[src/rtl/mips_bus_pkg.sv]
// mips_bus_pkg
// Shared types and default bus widths for the CPU memory-bus slice.
//   ADDR_W / DATA_W : default address and data widths of the memory bus
//   arb_state_t     : arbiter FSM states (idle, fetch granted, data granted)
//   requester_t     : identifies which requester owned the most recent grant
package mips_bus_pkg;

  localparam int ADDR_W = 32;
  localparam int DATA_W = 32;

  typedef enum logic [1:0] {
    IDLE,
    GNT_I,
    GNT_D
  } arb_state_t;

  typedef enum logic {
    REQ_I,
    REQ_D
  } requester_t;

endpackage

[src/rtl/mips_bus_watchdog.sv]
// mips_bus_watchdog
// Counts consecutive bus-stall cycles of one transaction and raises a sticky
// flag once the count reaches TIMEOUT. The count saturates and never wraps.
// Ports:
//   clk     : system clock
//   reset   : synchronous active-high reset (clears count and flag)
//   clear   : restart the count for a new transaction
//   stall   : one stalled bus cycle of the current transaction
//   timeout : sticky flag, set when the count reaches TIMEOUT
module mips_bus_watchdog #(
  parameter int TIMEOUT = 255
) (
  input  logic clk,
  input  logic reset,
  input  logic clear,
  input  logic stall,
  output logic timeout
);

  localparam int CW = $clog2(TIMEOUT + 1);
  localparam logic [CW-1:0] LIMIT = CW'(TIMEOUT);
  localparam logic [CW-1:0] ONE   = CW'(1);

  logic [CW-1:0] count;

  // The flag is set on the same edge that moves the count onto LIMIT, so it
  // is visible right after the TIMEOUT-th stall cycle.
  always_ff @(posedge clk) begin
    if (reset) begin
      count   <= '0;
      timeout <= 1'b0;
    end else if (clear) begin
      count <= '0;
    end else if (stall && (count != LIMIT)) begin
      count <= count + ONE;
      if (count == (LIMIT - ONE)) begin
        timeout <= 1'b1;
      end
    end
  end

endmodule

[src/rtl/mips_mem_arbiter.sv]
// mips_mem_arbiter
// Shares one Avalon-style memory bus between the instruction-fetch port
// (i_*) and the data port (d_*) of the Harvard core. Round-robin between the
// two requesters, one idle bubble after every transaction, plus a stall
// watchdog. Data passes through unchanged.
// Ports:
//   clk, reset      : clock and synchronous active-high reset
//   i_read/i_address: fetch request and address; i_waitrequest/i_readdata back
//   d_read/d_write/d_address/d_writedata/d_byteenable: data request and payload;
//                     d_waitrequest/d_readdata back
//   m_*             : shared memory bus
//   timeout         : sticky, a transaction stalled for TIMEOUT cycles
//   proto_err       : sticky, d_read and d_write were both high in IDLE
module mips_mem_arbiter #(
  parameter int ADDR_W  = mips_bus_pkg::ADDR_W,
  parameter int DATA_W  = mips_bus_pkg::DATA_W,
  parameter int TIMEOUT = 255
) (
  input  logic                clk,
  input  logic                reset,
  input  logic                i_read,
  input  logic [ADDR_W-1:0]   i_address,
  output logic                i_waitrequest,
  output logic [DATA_W-1:0]   i_readdata,
  input  logic                d_read,
  input  logic                d_write,
  input  logic [ADDR_W-1:0]   d_address,
  input  logic [DATA_W-1:0]   d_writedata,
  input  logic [DATA_W/8-1:0] d_byteenable,
  output logic                d_waitrequest,
  output logic [DATA_W-1:0]   d_readdata,
  output logic                m_read,
  output logic                m_write,
  output logic [ADDR_W-1:0]   m_address,
  output logic [DATA_W-1:0]   m_writedata,
  output logic [DATA_W/8-1:0] m_byteenable,
  input  logic                m_waitrequest,
  input  logic [DATA_W-1:0]   m_readdata,
  output logic                timeout,
  output logic                proto_err
);

  import mips_bus_pkg::*;

  arb_state_t state;
  arb_state_t next_state;
  requester_t last_gnt;

  logic d_req;
  logic wd_clear;
  logic wd_stall;

  assign d_req = d_read | d_write;

  // Read data is a plain copy of the bus; each port's handshake qualifies it.
  assign i_readdata = m_readdata;
  assign d_readdata = m_readdata;

  // Arbitration only happens in IDLE. A grant always ends in IDLE, so the
  // requester gets one cycle to drop or refresh its request.
  always_comb begin
    next_state = state;
    case (state)
      IDLE: begin
        if (i_read && d_req) begin
          next_state = (last_gnt == REQ_I) ? GNT_D : GNT_I;
        end else if (d_req) begin
          next_state = GNT_D;
        end else if (i_read) begin
          next_state = GNT_I;
        end
      end
      GNT_I, GNT_D: begin
        if (!m_waitrequest) begin
          next_state = IDLE;
        end
      end
      default: next_state = IDLE;
    endcase
  end

  always_ff @(posedge clk) begin
    if (reset) begin
      state     <= IDLE;
      last_gnt  <= REQ_I;
      proto_err <= 1'b0;
    end else begin
      state <= next_state;
      if (state == IDLE && next_state == GNT_I) begin
        last_gnt <= REQ_I;
      end else if (state == IDLE && next_state == GNT_D) begin
        last_gnt <= REQ_D;
      end
      if (state == IDLE && d_read && d_write) begin
        proto_err <= 1'b1;
      end
    end
  end

  // Bus strobes follow the owning port, so a port that drops its request
  // mid-grant also drops the strobe. A simultaneous read+write from the data
  // port is issued as a write only. Reset overrides strobes and ready paths
  // in the same cycle so an in-flight transaction is abandoned at once.
  always_comb begin
    m_read        = 1'b0;
    m_write       = 1'b0;
    m_address     = '0;
    m_writedata   = '0;
    m_byteenable  = '0;
    i_waitrequest = 1'b1;
    d_waitrequest = 1'b1;
    case (state)
      GNT_I: begin
        m_read        = i_read;
        m_address     = i_address;
        m_byteenable  = '1;
        i_waitrequest = m_waitrequest;
      end
      GNT_D: begin
        m_read        = d_read & ~d_write;
        m_write       = d_write;
        m_address     = d_address;
        m_writedata   = d_writedata;
        m_byteenable  = d_byteenable;
        d_waitrequest = m_waitrequest;
      end
      default: ;
    endcase
    if (reset) begin
      m_read        = 1'b0;
      m_write       = 1'b0;
      i_waitrequest = 1'b1;
      d_waitrequest = 1'b1;
    end
  end

  // IDLE always precedes a grant, so clearing there restarts the count on
  // entry to every transaction.
  assign wd_clear = (state == IDLE);
  assign wd_stall = (state != IDLE) && m_waitrequest;

  mips_bus_watchdog #(
    .TIMEOUT(TIMEOUT)
  ) u_watchdog (
    .clk    (clk),
    .reset  (reset),
    .clear  (wd_clear),
    .stall  (wd_stall),
    .timeout(timeout)
  );

endmodule

[config.mk]
export PLATFORM = sky130hd
export DESIGN_NAME = mips_mem_arbiter
export DESIGN_NICKNAME = d
export VERILOG_FILES = /design/src/rtl/mips_bus_pkg.sv /design/src/rtl/mips_bus_watchdog.sv /design/src/rtl/mips_mem_arbiter.sv
export SDC_FILE = /design/constraint.sdc
export NUM_CORES = 1
export LEC_CHECK = 0
export CAP_MARGIN = 20
export CORE_AREA = 4 4 104 106
export CTS_CLUSTER_DIAMETER = 200
export DETAILED_ROUTE_END_ITERATION = 6
export DIE_AREA = 0 0 108 110
export GPL_ROUTABILITY_DRIVEN = 0
export HOLD_SLACK_MARGIN = 0.02
export PLACE_DENSITY = 0.77
export SLEW_MARGIN = 20
export SYNTH_ARGS = -nofsm -noshare
export SYNTH_HDL_FRONTEND = slang
export SYNTH_HIERARCHICAL = 1
export SYNTH_SLANG_ARGS = --single-unit
[constraint.sdc]
create_clock -name clk -period 2.4 [get_ports clk]
set_input_delay 0.72 -clock clk [delete_from_list [all_inputs] [get_ports clk]]
set_output_delay 0.72 -clock clk [all_outputs]
set_load 0.1 [all_outputs]
After elaboration in Yosys (flattened, before gate mapping)
Index checks and enable logic that the tools add are counted.
Widths: inputs -> output; s select.
{"block": "word_totals", "romBits": 0, "mem_bits_rw": 0, "input_bits": 138, "latch_bits": 0, "mem_count": 0, "wordCells": 46, "register_bits": 13, "out_inout_bits": 138}
{"block": "op_classes", "div_mod_pow": 0, "n_bitwise": 4, "n_shift": 0, "eq_ne": 6, "multipliers": 0, "n_lt_le_gt_ge": 0, "n_mux": 17, "n_addsub": 1, "n_reduce_logical": 13}
{"cell": "$pmux 32 s2", "n": 1}
{"cell": "$mux 32", "n": 1}
{"cell": "$mux 2", "n": 5}
{"cell": "$add 8x1->8 const B", "n": 1}
{"cell": "$eq 8x8->1 const B", "n": 1}
{"cell": "$ne 8x8->1 const B", "n": 1}
{"cell": "$pmux 4 s2", "n": 1}
{"cell": "$logic_and 1x1->1", "n": 7}
{"cell": "$mux 1", "n": 7}
{"cell": "$reduce_or 2->1", "n": 3}
{"cell": "$eq 2x1->1 const B", "n": 2}
{"cell": "$eq 2x2->1 const B", "n": 2}
{"cell": "$pmux 2 s2", "n": 1}
{"cell": "$reduce_and 3->1", "n": 1}
{"cell": "$logic_not 2->1", "n": 1}
{"cell": "$not 1->1", "n": 2}
{"cell": "$pmux 1 s2", "n": 1}
{"cell": "$reduce_bool 2->1", "n": 1}
{"cell": "$and 1x1->1", "n": 1}
{"cell": "$or 1x1->1", "n": 1}

Depth between registers and ports, before layout
{"block": "logic_depth", "word_depth": 7, "ltp_mapped": 7, "depth_no_buf": 6}

Cells and area by module
Netlist, hierarchy kept.
{"mod": "mips_mem_arbiter", "n_inst": 1, "area_per_inst_um2": 1552.7, "cells_per_inst": 224, "seq_area_each_um2": 80.1}
{"mod": "mips_bus_watchdog", "n_inst": 1, "area_per_inst_um2": 489.2, "cells_per_inst": 53, "seq_area_each_um2": 180.2}

Worst setup path after synthesis
OpenSTA, ideal clock, no wires.
{"block": "synth_path", "path_kind": "register to output", "start": "register state[1]", "end": "output m_read", "t_required_ns": 1.680, "path_buffers": 2, "path_slack_ns": -1.490, "path_stages_with_launch": 7, "t_arrival_ns": 3.170, "path_cell_list": "dfxtp_1 -> inv_1 -> ha_1 -> buf_2 -> buf_2 -> a21oi_1 -> nor3b_1"}
{"block": "synth_via", "elab_chain_len": 3, "word_cells_on_any_way": 4, "cone_classes": "eq/ne (2); mux (2)"}
{"item": "start: declaration", "line_no": "mips_mem_arbiter.sv:45", "rtl": "arb_state_t state;"}
{"item": "start signal: assignment", "line_no": "mips_mem_arbiter.sv:88", "rtl": "state <= next_state;"}
{"item": "$eq 2x2->1 / $eq 2x1->1 (equally long branches)", "line_no": "mips_mem_arbiter.sv:112", "rtl": "case (state)"}
{"item": "$pmux 1 s2 (*)", "line_no": "mips_mem_arbiter.sv:112"}
{"item": "$mux 1 (*)", "line_no": "mips_mem_arbiter.sv:129", "rtl": "if (reset) begin"}
{"item": "end: declaration", "line_no": "mips_mem_arbiter.sv:32", "rtl": "output logic m_read,"}
Every way passes the cells marked *; elsewhere a longest branch is shown, timed or not.

Worst setup path in the final report
{"block": "layout_path", "start": "input d_address[30]", "end": "output m_address[30]"}
{"block": "layout_via", "elab_chain_len": 1}
{"item": "start: declaration", "line_no": "mips_mem_arbiter.sv:27", "rtl": "input logic [ADDR_W-1:0] d_address,"}
{"item": "$pmux 32 s2", "line_no": "mips_mem_arbiter.sv:112"}
{"item": "end: declaration", "line_no": "mips_mem_arbiter.sv:34", "rtl": "output logic [ADDR_W-1:0] m_address,"}
Every way passes these cells.

==> results.cfg <==
[run_status]
outcome = finished clean

[critical_path]
setup.worst_path.start_class = primary input
path_delay_family = buffers and inverters
cp_slowest_cell = clkdlybuf4s50_1
crit_path_cell_trace = clkdlybuf4s50_1, a22oi_2, nor2b_4, buf_12
critPathBufInv = 2
critPathRequiredTime_ps = 1680
cp_slowest_stage_delay_ps = 450
r2r_slack_ps = 660
critPathMaxFanout = 1
critPathArrivalTime_ps = 1670
timing.critical_path.to_type = primary output
r2r_cells = 7
crit_type = in2out
r2r_start = state[1]
timing.rr.end = last_gnt

[global_route]
grt_pass1_vias = 2342
track_usage_pct = 15.95
grt_max_degree = 26
grt_first_pass_wirelength_mm = 14.32
antenna_found_initial = 0
grt_overflow_total = 0

[synth]
yosysSeqAreaShare_pct = 12.75
synthFlopType = dfxtp_1
synth_nets = 421
ys_top_cells_by_count = buf_4 (64), nor2b_1 (37), a22oi_1 (32), and2_1 (32), dfxtp_1 (13)
ys_seq_elements = 13
yosysMostFrequentCell = buf_4
synth_area_sq_mm = 0.002042
yosys.area.top_type = buf_4
ys_async_sr_fraction_pct = 0
synth_cells = 277
synth-edff-count = 0
syn_avg_cell_area_sq_um = 7.372
yosysWarnings = 6
ys_types = 42
synthTopCellsByArea = buf_4 (24%), dfxtp_1 (13%), a22oi_1 (12%)
yosysTopAreaCellShare_pct = 23.53

[cts]
cts.clk_slew.worst_paths_ps = 50
htreeDepth = 1
clk_path_buf_depth = 2
cts_made_buffers = 3
cts_sinks = 13
tritoncts = built
clock_latency_ps = 250
cts_hold_buf = 0
root_buffer = clkbuf_8

[sta]
fmax_mhz = 418.7
finalSetupTns_ps = 0
hold_viol = 0
slew_headroom_pct = 78.71
skew_ps = 0.3243
post-route-period-util_pct = 99.52
tightest_slew_ps = 318.1
setup-violations-final = 0
slew_violations = 0
period_needed_ps = 2388

[layout]
drive_gt1_share_pct = 47.46
area_growth_pct = 140.9
nets = 539
nFillCells = 856
n_antenna_cell = 0

[floorplan]
start_util_pct = 20.89
row_count = 36
fp.dieH_um = 110
pin_count = 276
die-area_sq_mm = 0.01188
fp.dieW_um = 108
core_region_area_sq_mm = 0.009774

[hold_path]
holdPathStages = 2
hp-start = proto_err
worstHoldEndpoint = proto_err
hold_path_class = reg2reg

[drt]
postRouteAntennaNets = 0
drt-initial-drc-count = 58
vias = 2336
wl_per_cell_um = 19.79
drt_pass1_iterations = 4
drc_errors = 0
via_per_inst = 4.433
wirelength_mm = 10.43

[power_and_ir_drop]
power_leakage_nw = 1.764
power.total_mw = 3.815
ir_drop_mv = 0.4188
powerDensity_mw_per_mm2 = 775.5

[run]
max_cap_viol_count = 0

[place]
hpwlAfterDp_mm = 8.528
io_buffers = 179
worst min-delay path, stage by stage (launching register included):
cell and delay (ps):
dfxtp_1 330, a31oi_1 50, nor2_1 70
what timing repair did:
item                       4_1_cts  5_1_grt
gates cloned                     2        0
setup buffers                    2        1
setup endpoints to repair       42       31
gates resized for setup         50        9
pin swaps                        6        4
worst max path at each step:
stage	depth (start not counted)	end	slack, ps	from
final	4	m_address[30]	10	d_address[30]
after global routing	7	m_read	-10	state[0]
after CTS	6	m_address[2]	-50	state[1]
after detailed placement	3	d_waitrequest	-180	m_waitrequest
after global placement	3	d_waitrequest	-180	m_waitrequest
after floorplan	6	m_read	-160	state[1]
per-stage QoR:
step	std cells	hold WS, ps	instance area (sq um)	setup WS, ps	utilization (%)
3_5_place_dp	518	474.3	4568	-182.8	46.74
4_1_cts	526	487.0	4892	-50.63	50.05
2_1_floorplan	277	450.0	2332	-159.3	-
5_1_grt	527	527.0	4920	-13.54	50.33
6_report	527	482.1	4920	11.61	50.33
3_3_place_gp	518	456.6	4568	-183.0	46.74
flip-flops by register name, indices dropped and copies added, names as in the netlist:
register            flops
last_gnt                1
proto_err               1
state                   2
u_watchdog/count        8
u_watchdog/timeout      1
power breakdown:
group	total (mW)	switching, mW	internal, mW	leakage [nW]
Combinational	3.35	1.98	1.38	1.63
Clock	0.198	0.0801	0.118	0.0228
Sequential	0.265	0.0253	0.240	0.107
cells by family after synthesis:
family                   count (synthesis)  synth area share [%]
multiplexers                             3                 1.471
adder cells (fa/ha/maj)                  6                 3.676
flip-flops                              13                 12.75
AND/OR/NAND/NOR                        107                 32.60
AO/OA/AOI/OAI                           57                 20.40
XOR/XNOR                                 1                0.4290
buffers and inverters                   90                 28.68
cell type report:
class	count	area, sq um	share of cell area (%)
sequential	13	267.8	5.443
inverter	8	32.53	0.6612
clock buffer	4	45.04	0.9156
timing repair buffer	195	2705	54.98
tap	133	166.4	3.383
multi-input combinational	174	1703	34.61
cells in the final DEF, fill, tap and decap left out, types with 4 or more instances in the layout:
master	netlist	final
a21oi_1	9	4
a21oi_2	0	5
a22oi_2	0	32
and2_1	32	30
buf_12	0	75
buf_4	64	11
clkdlybuf4s50_1	0	99
dfxtp_1	13	11
dlygate4sd2_1	0	6
inv_1	8	7
nand2_1	9	9
nor2_1	6	5
nor2b_4	0	36
nor3_1	5	5
per-layer routing:
| metal | wire (um) | part of all wire (%) | track usage (%) | vias up |
|---|---|---|---|---|
| met2 | 5708 | 55 | 29.40 | 114 |
| met4 | 267 | 2.6 | 5.500 | 0 |
| met3 | 857 | 8.2 | 4.659 | 29 |
| met5 | 0 | 0 | 0 | - |
| met1 | 3598 | 34 | 17.46 | 1076 |
| li1 | - | - | - | 1117 |
Note: power is estimated with default switching activity, not from simulation.
